--- src/rtl/ram_line_master.sv ---
// Requesting end of the byte-serial RAM port: moves one cache line per
// request, LSB byte first, with an ack timeout on every wait for the responder.
module ram_line_master #(
  parameter int ADDR_SIZE   = 12,
  parameter int WORD_SIZE   = 8,
  parameter int DATA_SIZE   = 128,
  parameter int ACK_TIMEOUT = 64
) (
  input  logic                 ram_clk,
  input  logic                 ram_rst,
  input  logic                 req_valid,
  input  logic                 req_we,
  input  logic [ADDR_SIZE-1:0] req_addr,
  input  logic [DATA_SIZE-1:0] req_wline,
  output logic                 req_ready,
  output logic                 resp_valid,
  output logic                 resp_err,
  output logic [DATA_SIZE-1:0] resp_rline,
  output logic [ADDR_SIZE-1:0] ram_addr,
  output logic                 ram_avalid,
  output logic                 ram_rnw,
  output logic [WORD_SIZE-1:0] ram_wdata,
  input  logic [WORD_SIZE-1:0] ram_rdata,
  input  logic                 ram_ack
);

  localparam int BEATS = DATA_SIZE / WORD_SIZE;
  localparam int CW    = $clog2(BEATS + 1);
  localparam int TW    = $clog2(ACK_TIMEOUT + 1);

  localparam logic [CW-1:0] LAST_BEAT = CW'(BEATS - 1);
  localparam logic [TW-1:0] TMO       = TW'(ACK_TIMEOUT);

  typedef enum logic [2:0] {
    IDLE,
    WR_SEND,
    WR_ACK,
    RD_WAIT,
    RD_RECV,
    DONE
  } state_t;

  state_t               state;
  logic [DATA_SIZE-1:0] line_q;
  logic [CW-1:0]        beat_q;
  logic [TW-1:0]        tmr_q;

  logic [TW-1:0]        tmr_inc;
  logic [DATA_SIZE-1:0] line_in;
  logic                 ack_wait;
  logic                 tmo;
  logic                 last;
  logic                 fin;

  always_comb begin
    tmr_inc  = tmr_q + TW'(1);
    line_in  = {ram_rdata, line_q[DATA_SIZE-1:WORD_SIZE]};
    ack_wait = (state == WR_ACK) || (state == RD_WAIT)
            || (state == RD_RECV);
    tmo      = ack_wait && !ram_ack && (tmr_inc == TMO);
    last     = ram_ack && ((state == WR_ACK)
            || ((state == RD_RECV) && (beat_q == LAST_BEAT)));
    fin      = tmo || last;
  end

  always_ff @(posedge ram_clk) begin
    if (ram_rst) begin
      state      <= IDLE;
      req_ready  <= 1'b1;
      resp_valid <= 1'b0;
      resp_err   <= 1'b0;
      resp_rline <= '0;
      ram_addr   <= '0;
      ram_avalid <= 1'b0;
      ram_rnw    <= 1'b0;
      ram_wdata  <= '0;
      line_q     <= '0;
      beat_q     <= '0;
      tmr_q      <= '0;
    end else begin
      unique case (state)
        IDLE: begin
          if (req_valid) begin
            req_ready  <= 1'b0;
            line_q     <= req_wline;
            ram_addr   <= req_addr;
            ram_rnw    <= ~req_we;
            ram_avalid <= 1'b1;
            beat_q     <= '0;
            tmr_q      <= '0;
            if (req_we) begin
              ram_wdata <= req_wline[WORD_SIZE-1:0];
              state     <= WR_SEND;
            end else begin
              state     <= RD_WAIT;
            end
          end
        end
        WR_SEND: begin
          line_q    <= line_q >> WORD_SIZE;
          ram_wdata <= line_q[2*WORD_SIZE-1:WORD_SIZE];
          if (beat_q == LAST_BEAT) begin
            tmr_q <= '0;
            state <= WR_ACK;
          end else begin
            beat_q <= beat_q + CW'(1);
          end
        end
        WR_ACK: begin
          if (!ram_ack) tmr_q <= tmr_inc;
        end
        RD_WAIT: begin
          if (ram_ack) begin
            line_q <= line_in;
            beat_q <= CW'(1);
            tmr_q  <= '0;
            state  <= RD_RECV;
          end else begin
            tmr_q <= tmr_inc;
          end
        end
        RD_RECV: begin
          if (ram_ack) begin
            line_q <= line_in;
            tmr_q  <= '0;
            if (beat_q != LAST_BEAT) beat_q <= beat_q + CW'(1);
          end else begin
            tmr_q <= tmr_inc;
          end
        end
        DONE: begin
          resp_valid <= 1'b0;
          resp_err   <= 1'b0;
          req_ready  <= 1'b1;
          state      <= IDLE;
        end
        default: state <= IDLE;
      endcase

      // completion overrides the per-state next state chosen above
      if (fin) begin
        state      <= DONE;
        ram_avalid <= 1'b0;
        resp_valid <= 1'b1;
        resp_err   <= tmo;
        if (last && (state == RD_RECV)) resp_rline <= line_in;
      end
    end
  end

endmodule

--- config.mk ---
export PLATFORM = sky130hd
export DESIGN_NAME = ram_line_master
export DESIGN_NICKNAME = d
export VERILOG_FILES = /design/src/rtl/ram_line_master.sv
export SDC_FILE = /design/constraint.sdc
export NUM_CORES = 1
export LEC_CHECK = 0
export ABC_AREA = 1
export ABC_CLOCK_PERIOD_IN_PS = 3300
export CAP_MARGIN = 30
export CORE_UTILIZATION = 40
export DETAILED_ROUTE_END_ITERATION = 8
export GPL_ROUTABILITY_DRIVEN = 0
export GPL_TIMING_DRIVEN = 0
export PLACE_DENSITY = 0.68
export SYNTH_ARGS = -nofsm -noshare
export SYNTH_HDL_FRONTEND = slang
export SYNTH_SLANG_ARGS = --single-unit
--- constraint.sdc ---
create_clock -name ram_clk -period 3.3 [get_ports ram_clk]
set_clock_uncertainty 0.15 [all_clocks]
set_input_delay 0.99 -clock ram_clk [delete_from_list [all_inputs] [get_ports ram_clk]]
set_output_delay 0.99 -clock ram_clk [all_outputs]
set_load 0.01 [all_outputs]
==> impl_metrics.toml, run 1 <==
[run_status]
run_status = "finished clean"

[sta]
hold_viol_final = 0
setup-tns-final_ns = 0
drv_slew = 0
final_period_minus_worst_setup_slack_ns = 2.66
worst_slew_pin_slew_ns = 0.765
fmax_mhz = 377
finalSetupViolations = 0
relSlewSlack = 0.490
rsz0062_at_grt = "no"
layout_worst_path_cycle_share = 0.805

[cts]
h_tree_levels = 1
total_cts_buffers = 31
cts_root_buffer = "sky130_fd_sc_hd__clkbuf_16"
cts_setup_buffers = 0
cts.clk_slew.worst_paths_ns = 0.06
ctsHoldBuffers = 0
tritoncts_clock_tree = "done"
number_of_sinks_on_the_clock_net = 288
cts_resized = 0
clock_tree.buffer_depth = 3
worst_skew_pair.late_latency_ns = 0.55

[grt]
grt_usage = 0.253
grt_antenna_before_repair = 2
grt.overflow.total = 0
grt_start_max_net_pins = 15
grt_first_pass_wirelength_um = 61600
grt_pass1_vias = 11900

[floorplan]
floorplan.initialDensity = 0.407
placeable_core_area_sq_mm = 0.0287
floorplan.rows = 62
die_width_um = 173
die_h_um = 173
floorplan.die_area_sq_mm = 0.0299
ios = 306

[hold_path]
worst_hold_path_startpoint = "resp_rline[70]"
hold_path.class = "flip-flop to flip-flop"

[worst_setup_path]
critical_path.top_delay_family = "buffers and inverters"
worst-path-max-fanout = 2
cp.required_ns = 2.16
worst-setup-path-type = "flip-flop to output pin"
timing.critical_path.from = "resp_rline[120]"
crit_path_end_kind = "output pin"
critical_path_buf_inv_count = 1
crit_path_top_delay_cell = "sky130_fd_sc_hd__clkdlybuf4s50_1"
reg2reg_from = "beat_q[0]"
crit_path_cell_trace = "clkdlybuf4s50_1"
timing.critical_path.from_type = "flip-flop"
cp_slowest_stage_delay_ns = 0.58
critical_path_arrival_ns = 1.52

[cells_and_area]
finalCoreUtilization = 0.565
final_nets = 2101
layout-drive-gt1-share = 0.0656
syn2layout_area_growth_pct = 38.9

[yosys]
synth.distinct_cells = 29
yosys_warnings = 0
synth.yosys.seq_area_share = 0.493
synth_top_area_share = 0.493
netlist_top_cells_area = "sky130_fd_sc_hd__dfxtp_1 49%, sky130_fd_sc_hd__a21oi_1 12%, sky130_fd_sc_hd__nand2_1 8.9%"
synth-seq-cells = 288
synth_area_leader_cell = "sky130_fd_sc_hd__dfxtp_1"
synth_area_sq_mm = 0.0117
postSynthNetCount = 1764
synth_cells = 1607
synthesis.area_per_instance_sq_um = 7.27

[drt]
route.top_layer_used = "met5"
route.detailed.wl_per_inst_um = 16.6
detail_route.wirelength_um = 39100
routed-via-count = 12100
post-route-drc-count = 0
route.met3.wl_um = 2980
number_of_iterations_in_the_first_detailed_routing_pass = 5
drtAntennaViolNets = 0
avgViaCountPerCell = 5.16
met2RoutedLength_um = 18100
dr.first_iter.drc_count = 960
met1Wirelength_um = 16800

[job]
cap_violations = 0

[placement]
post-dp-hpwl_um = 28600
buffer_ports.inserted = 304

[pwr]
p_per_area_mw_per_mm2 = 876
vdd.ir_drop.worst_mv = 0.444
total_leakage_power_nw = 5.88
## synthesized netlist by cell type, drive strengths merged
| master | instances |
|---|---|
| a211oi | 1 |
| a21oi | 291 |
| a22oi | 8 |
| buf | 70 |
| clkbuf | 57 |
| clkinv | 1 |
| dfxtp | 288 |
| ha | 4 |
| inv | 45 |
| nand2 | 279 |
| nand3 | 128 |
| nand4 | 2 |
| nor2 | 271 |
| nor3 | 2 |
| o2111ai | 1 |
| o211ai | 1 |
| o21a | 1 |
| o21ai | 147 |
| o21bai | 1 |
| o22ai | 9 |
## final cells by class
class,count,area [sq um]
Fill cell,2727,12500
Inverter,46,174
Multi-Input combinational cell,1146,5150
Timing Repair Buffer,304,3040
Sequential cell,288,5770
Clock buffer,43,871
Buffer,127,597
Clock inverter,13,144
Antenna cell,1,2.50
Tap cell,384,480
## where the power goes
part | total (mW) | internal [mW] | switching [mW]
combinational | 5.68 | 2.00 | 3.68
clock | 3.48 | 2.06 | 1.42
sequential | 5.06 | 4.36 | 0.699
total | 14.2 | 8.42 | 5.80
## state kept, by name (all words and copies together) (netlist names)
name / flops
ram_avalid: 1
state: 3
resp_err: 1
beat_q: 5
ram_wdata: 8
resp_valid: 1
tmr_q: 7
resp_rline: 128
req_ready: 1
ram_addr: 12
line_q: 120
ram_rnw: 1
## metal layers
metal / global-route usage / vias up
li1: - / 6024
met1: 0.324 / 5605
met2: 0.419 / 424
met3: 0.0576 / 80
met4: 0.0863 / 2
met5: 0 / -
## final timing paths
path | end | slack [ns] | cells after the start
setup / recovery | resp_rline[120] | 0.64 | 1
hold / removal | resp_rline[70] | 0.31 | 2
setup reg to reg | resp_rline[113] | 0.79 | 13
hold reg to reg | resp_rline[70] | 0.31 | 2
## per-stage QoR
step	cells	area [sq um]	power (mW)	hold slack, ns	worst slack, ns
after floorplan	1607	11700	8.74	0.277	1.16
after global placement	2295	15200	10.6	0.291	0.132
after detailed placement	2295	15200	10.7	0.303	0.108
after CTS	2351	16200	14.2	0.313	0.625
after global routing	2352	16200	15.2	0.323	0.575
final	2352	16200	14.2	0.309	0.645
## cell families after synthesis
group / after synthesis / synth area share
and+or+nand+nor: 682 / 0.235
DFF: 288 / 0.493
AOI/OAI and AO/OA: 460 / 0.201
adders and majority gates: 4 / 0.00428
buffers and inverters: 173 / 0.0660
## placed cells by master, fill, tap and decap left out, types with 2 or more instances in the layout
master	netlist	final
sky130_fd_sc_hd__o22ai_1	9	9
sky130_fd_sc_hd__buf_1	2	2
sky130_fd_sc_hd__a21oi_1	291	291
sky130_fd_sc_hd__clkbuf_16	0	31
sky130_fd_sc_hd__buf_4	9	9
sky130_fd_sc_hd__clkbuf_8	0	5
sky130_fd_sc_hd__o21ai_1	95	95
sky130_fd_sc_hd__buf_2	57	57
sky130_fd_sc_hd__bufinv_16	0	3
sky130_fd_sc_hd__nor3_1	2	2
sky130_fd_sc_hd__nor2_2	2	2
sky130_fd_sc_hd__nor2_1	269	269
sky130_fd_sc_hd__dfxtp_1	288	288
sky130_fd_sc_hd__o21ai_0	52	52
sky130_fd_sc_hd__buf_6	2	2
sky130_fd_sc_hd__clkinv_2	1	10
sky130_fd_sc_hd__a22oi_1	8	8
sky130_fd_sc_hd__clkbuf_1	57	64
sky130_fd_sc_hd__nand4_1	2	2
sky130_fd_sc_hd__inv_1	40	40
sky130_fd_sc_hd__nand2_2	2	2
sky130_fd_sc_hd__ha_1	4	4
sky130_fd_sc_hd__nand2_1	276	276
sky130_fd_sc_hd__nand3_1	127	127
sky130_fd_sc_hd__clkdlybuf4s50_1	0	304
sky130_fd_sc_hd__inv_2	5	5
## tightest hold or removal path, stage by stage (launching register included)
cell and delay (ns):
sky130_fd_sc_hd__dfxtp_1 0.31, sky130_fd_sc_hd__nand2_1 0.06, sky130_fd_sc_hd__a21oi_1 0.05
Note: power is estimated with default switching activity, not from simulation.
==> inputs of run 2 (changes only) <==
--- a/config.mk
+++ b/config.mk
@@ -6,13 +6,13 @@
 export NUM_CORES = 1
 export LEC_CHECK = 0
 export ABC_AREA = 1
-export ABC_CLOCK_PERIOD_IN_PS = 3300
+export ABC_CLOCK_PERIOD_IN_PS = 2240
 export CAP_MARGIN = 30
 export CORE_UTILIZATION = 40
 export DETAILED_ROUTE_END_ITERATION = 8
 export GPL_ROUTABILITY_DRIVEN = 0
 export GPL_TIMING_DRIVEN = 0
-export PLACE_DENSITY = 0.68
+export PLACE_DENSITY = 0.7
 export SYNTH_ARGS = -nofsm -noshare
 export SYNTH_HDL_FRONTEND = slang
 export SYNTH_SLANG_ARGS = --single-unit
==> constraint.sdc (replaced) <==
create_clock -name ram_clk -period 2.24 [get_ports ram_clk]
set_clock_uncertainty 0.15 [all_clocks]
set_input_delay 0.672 -clock ram_clk [delete_from_list [all_inputs] [get_ports ram_clk]]
set_output_delay 0.672 -clock ram_clk [all_outputs]
set_load 0.01 [all_outputs]
==> impl_metrics.toml, run 2 (same netlist as run 1, synthesis figures left out) <==
[sta]
drv_slew = 0
final_period_minus_worst_setup_slack_ns = 2.22
layout_worst_path_cycle_share = 0.992
setup-tns-final_ns = 0
worst_slew_pin_slew_ns = 0.740
finalSetupViolations = 0
relSlewSlack = 0.507
fmax_mhz = 450
timing.final.ws_setup_ns = 0.0189
hold_viol_final = 0

[hold_path]
hold_path.class = "flip-flop to flip-flop"
min_delay_path_depth = 2
worst_hold_path_startpoint = "resp_rline[41]"
hold_path_end = "resp_rline[41]"

[drt]
route.detailed.wl_per_inst_um = 16.9
dr.first_iter.drc_count = 1131
detail_route.wirelength_um = 39800
post-route-drc-count = 0
drtAntennaViolNets = 0
avgViaCountPerCell = 5.22
number_of_iterations_in_the_first_detailed_routing_pass = 6
routed-via-count = 12300

[cells_and_area]
filler_cell_count = 2736
final_cell_mix = "285 x sky130_fd_sc_hd__dfxtp_1, 281 x sky130_fd_sc_hd__a21oi_1, 274 x sky130_fd_sc_hd__nand2_1"
final_nets = 2109
number_of_flip_flops_under_the_largest_register_name = 128
reg_top3 = "resp_rline (128), line_q (120), ram_addr (12)"
syn2layout_area_growth_pct = 39.8
registers.top_by_ff_count = "resp_rline"
final_common_cell = "sky130_fd_sc_hd__dfxtp_1"
layout-drive-gt1-share = 0.0818
n_antenna_cell = 0

[worst_setup_path]
timing.critical_path.from_type = "flip-flop"
reg2reg_slack_ns = 0.02
r2r_cells = 13
cp.required_ns = 2.52
worst-setup-path-type = "flip-flop to flip-flop"
critical_path_arrival_ns = 2.50
worst-path-max-fanout = 6
reg2reg_from = "beat_q[0]"
critical_path.reg2reg.endpoint = "resp_rline[112]"
crit_path_end_kind = "flip-flop"

[pwr]
power.combinational.fraction = 0.413
sequentialPowerShare = 0.363
p_per_area_mw_per_mm2 = 1260
power_frac_clock = 0.225
vdd.ir_drop.worst_mv = 0.586
netSwitchingPower_mw = 8.56
power.share.switching = 0.416
total_leakage_power_nw = 6.71
internal-power_mw = 12.0

[placement]
buffer_ports.inserted = 304
post-dp-hpwl_um = 28500
dp_slack_ns = -0.586

[floorplan]
die_h_um = 173
ios = 306
floorplan.die_area_sq_mm = 0.0299
floorplan.rows = 62
floorplan.initialDensity = 0.407
placeable_core_area_sq_mm = 0.0287
die_width_um = 173

[grt]
grt_pass1_vias = 11600
grt_start_max_net_pins = 15
grt_usage = 0.254
grt_antenna_before_repair = 0
grt_first_pass_wirelength_um = 61300
grt.overflow.total = 0

[cts]
number_of_sinks_on_the_clock_net = 288
total_cts_buffers = 30
tritoncts_clock_tree = "done"
cts_root_buffer = "sky130_fd_sc_hd__clkbuf_16"
worst_skew_pair.late_latency_ns = 0.57
h_tree_levels = 1
cts.clk_slew.worst_paths_ns = 0.07
clock_tree.buffer_depth = 3

[run_status]
run_status = "finished clean"

[job]
cap_violations = 0
run 2: power groups by stage:
stage / clock [mW] / combinational, mW / sequential (mW)
finish: 4.63 / 8.50 / 7.46
global route: 4.92 / 9.33 / 7.59
CTS: 4.69 / 8.23 / 7.42
detailed placement: 0 / 8.26 / 7.51
global placement: 0 / 8.13 / 7.49
floorplan: 0 / 5.62 / 7.26
run 2: critical path: stages (launching register included):
cell                      delay [ns]
sky130_fd_sc_hd__dfxtp_2        0.36
sky130_fd_sc_hd__ha_4           0.15
sky130_fd_sc_hd__nand2_4        0.06
sky130_fd_sc_hd__nor2_4         0.12
sky130_fd_sc_hd__ha_4           0.14
sky130_fd_sc_hd__nand2_1        0.05
sky130_fd_sc_hd__nand2_1        0.08
sky130_fd_sc_hd__inv_2          0.06
sky130_fd_sc_hd__nor2_4         0.23
sky130_fd_sc_hd__nand2_8        0.14
sky130_fd_sc_hd__buf_12         0.19
sky130_fd_sc_hd__buf_12         0.13
sky130_fd_sc_hd__a21oi_1        0.15
sky130_fd_sc_hd__nor2_1         0.06
run 2: worst max-delay path by stage:
stage	start	end
global placement	ram_rst	resp_rline[76]
finish	beat_q[0]	resp_rline[112]
detailed placement	ram_rst	tmr_q[4]
CTS	state[2]	line_q[96]
floorplan	beat_q[0]	resp_rline[118]
global route	beat_q[1]	resp_rline[115]
run 2: per-layer routing:
layer | wire length [um] | track usage
met3 | 3000 | 0.0429
met5 | 0 | 0
met1 | 17300 | 0.339
met4 | 933 | 0.0634
met2 | 18600 | 0.428
run 2: repair_timing:
action | in CTS | in global routing
gates cloned | 1 | 2
endpoints found under the hold margin | 0 | 0
pin swaps | 1 | 12
endpoints found under the setup margin | 294 | 252
hold buffers | 0 | 0
resized for setup | 174 | 94
buffers inserted | 1 | 5
run 2: area by class of cell:
cell class / instances / area [sq um] / area share
plain buffers: 127 / 763 / 0.0467
flip-flops and latches: 288 / 5770 / 0.353
well taps: 384 / 480 / 0.0294
repair buffers: 313 / 2990 / 0.183
inverters: 46 / 176 / 0.0108
multi-input cells: 1146 / 5270 / 0.322
clock inverters: 6 / 32.5 / 0.00199
clock buffers: 43 / 861 / 0.0527
run 2: stage by stage:
step	hold WS [ns]	util	power, mW	area [sq um]	std cells
detailed placement	0.294	0.530	15.8	15200	2295
global placement	0.290	0.530	15.6	15200	2295
floorplan	0.277	-	12.9	11700	1607
global route	0.324	0.569	21.8	16300	2353
CTS	0.310	0.558	20.3	16000	2346
finish	0.307	0.569	20.6	16300	2353
==> inputs of run 3 (changes only) <==
--- a/config.mk
+++ b/config.mk
@@ -8,11 +8,11 @@
 export ABC_AREA = 1
 export ABC_CLOCK_PERIOD_IN_PS = 2240
 export CAP_MARGIN = 30
-export CORE_UTILIZATION = 40
+export CORE_UTILIZATION = 44
 export DETAILED_ROUTE_END_ITERATION = 8
 export GPL_ROUTABILITY_DRIVEN = 0
 export GPL_TIMING_DRIVEN = 0
-export PLACE_DENSITY = 0.7
+export PLACE_DENSITY = 0.76
 export SYNTH_ARGS = -nofsm -noshare
 export SYNTH_HDL_FRONTEND = slang
 export SYNTH_SLANG_ARGS = --single-unit
==> impl_metrics.toml, run 3 (same netlist as run 1, synthesis figures left out) <==
[run_status]
run_status = "finished clean"

[sta]
final_period_minus_worst_setup_slack_ns = 2.19
relSlewSlack = 0.483
setup-tns-final_ns = 0
whs_ns = 0.305
layout_worst_path_cycle_share = 0.979
worst_slew_pin_slew_ns = 0.775
rsz0062_at_grt = "yes"
fmax_mhz = 456
finalSetupViolations = 0
hold_viol_final = 0
drv_slew = 0

[cts]
ctsHoldBuffers = 0
h_tree_levels = 1
number_of_sinks_on_the_clock_net = 288
worst_skew_pair.late_latency_ns = 0.56
tritoncts_clock_tree = "done"
total_cts_buffers = 30
cts_root_buffer = "sky130_fd_sc_hd__clkbuf_16"
cts.clk_slew.worst_paths_ns = 0.06
clock_tree.buffer_depth = 3

[pwr]
internal-power_mw = 12.2
power_frac_clock = 0.238
power.combinational.fraction = 0.404
p_per_area_mw_per_mm2 = 1270
total_leakage_power_nw = 6.72
vdd.ir_drop.worst_mv = 0.682
sequentialPowerShare = 0.359
power.share.switching = 0.413
netSwitchingPower_mw = 8.59

[drt]
met1Wirelength_um = 16000
met2RoutedLength_um = 17900
avgViaCountPerCell = 5.36
post-route-drc-count = 0
number_of_iterations_in_the_first_detailed_routing_pass = 8
drtAntennaViolNets = 0
detail_route.wirelength_um = 38700
dr.first_iter.drc_count = 978
route.detailed.wl_per_inst_um = 16.8
routed-via-count = 12400
route.met3.wl_um = 3330
route.top_layer_used = "met4"

[cells_and_area]
number_of_flip_flops_under_the_largest_register_name = 128
layout.cells.non_filler = 2306
reg_top3 = "resp_rline (128), line_q (120), ram_addr (12)"
registers.top_by_ff_count = "resp_rline"
finalCoreUtilization = 0.627
n_antenna_cell = 0
final_common_cell = "sky130_fd_sc_hd__dfxtp_1"
final_cell_mix = "284 x sky130_fd_sc_hd__dfxtp_1, 277 x sky130_fd_sc_hd__a21oi_1, 270 x sky130_fd_sc_hd__nand2_1"
final_nets = 2105
syn2layout_area_growth_pct = 39.8
layout-drive-gt1-share = 0.0868
design_area_sq_mm = 0.0163

[worst_setup_path]
crit_top_cell = "sky130_fd_sc_hd__nand2_2"
critical_path_arrival_ns = 2.47
critical_path.top_delay_family = "simple AND/OR/NAND/NOR gates"
cp_slowest_stage_delay_ns = 0.37
worst-setup-path-type = "flip-flop to flip-flop"
crit_path_end_kind = "flip-flop"
crit_path_top_delay_cell = "sky130_fd_sc_hd__dfxtp_4"
cp.required_ns = 2.52
crit_path_cell_trace = "ha_4 -> nand2_2 -> nor2_2 -> ha_2 -> nand2_2 -> nand2_2 -> inv_2 -> nor2_4 -> nand2_4 -> clkbuf_16 -> buf_12 -> a21oi_2 -> nor2_1"
critical_path_buf_inv_count = 3
worst-path-max-fanout = 6
timing.critical_path.from_type = "flip-flop"

[job]
cap_violations = 0

[floorplan]
floorplan.initialDensity = 0.448
ios = 306
floorplan.die_area_sq_mm = 0.0272
placeable_core_area_sq_mm = 0.0261
floorplan.rows = 59
die_width_um = 165
die_h_um = 165

[grt]
grt_usage = 0.273
grt_start_max_net_pins = 20
grt_first_pass_wirelength_um = 58400
grt_antenna_before_repair = 0
grt_pass1_vias = 11700
grt.overflow.total = 0

[placement]
dp.cells = 2246
buffer_ports.inserted = 304
post-dp-hpwl_um = 27700
dpl-instance-area_sq_mm = 0.0151

[hold_path]
hold_path.class = "flip-flop to flip-flop"
run 3: cell types whose count changed in the layout (fill, tap and decap cells not counted), moves of 4 or more:
| cell | change |
|---|---|
| sky130_fd_sc_hd__a21oi_1 | -4 |
| sky130_fd_sc_hd__nand2_1 | -4 |
| sky130_fd_sc_hd__clkbuf_2 | -6 |
| sky130_fd_sc_hd__nand2_2 | +5 |
run 3: final cells by class:
type / count / area, sq um
buffer: 126 / 757
clock buffer: 41 / 873
clock inverter: 14 / 114
fill: 2355 / 9720
inverter: 46 / 176
multi-input combinational: 1146 / 5280
sequential: 288 / 5770
tap: 335 / 419
timing repair buffer: 310 / 2950
run 3: power by group through the flow:
stage | clock, mW | sequential [mW] | combinational (mW)
6_report | 4.94 | 7.46 | 8.40
2_1_floorplan | 0 | 7.26 | 5.62
4_1_cts | 5.01 | 7.40 | 8.15
3_3_place_gp | 0 | 7.46 | 8.06
3_5_place_dp | 0 | 7.50 | 8.19
5_1_grt | 5.21 | 7.59 | 9.28
run 3: per-stage QoR:
step,power [mW],setup WS [ns]
3_5_place_dp,15.7,-0.539
6_report,20.8,0.0467
2_1_floorplan,12.9,0.291
3_3_place_gp,15.5,-0.463
5_1_grt,22.1,-0.0383
4_1_cts,20.6,0.00311
run 3: layer usage:
layer	up-vias	global-route usage
met4	0	0.123
met2	587	0.455
li1	6034	-
met3	109	0.0507
met5	-	0
met1	5639	0.341
run 3: timing repair:
item,in CTS,in global routing
cloned,0,3
pin swaps,0,16
setup endpoints to repair,275,251
setup buffers,0,3
gates resized for setup,163,105
run 3: worst register-to-register path, delay by kind of cell (launching register included):
family                   cells  cell delay [ns]
AND/OR/NAND/NOR              7             0.65
flip-flops                   1             0.37
buffers and inverters        3             0.42
adder cells (fa/ha/maj)      2             0.37
AO/OA/AOI/OAI                1             0.11
run 3: final timing paths:
check	startpoint	endpoint	slack, ns	cells after the start
worst max register to register	beat_q[0]	resp_rline[118]	0.05	13
worst min register to register	resp_rline[70]	resp_rline[70]	0.31	2
worst max-delay path	beat_q[0]	resp_rline[118]	0.05	13
worst min-delay path	resp_rline[70]	resp_rline[70]	0.31	2
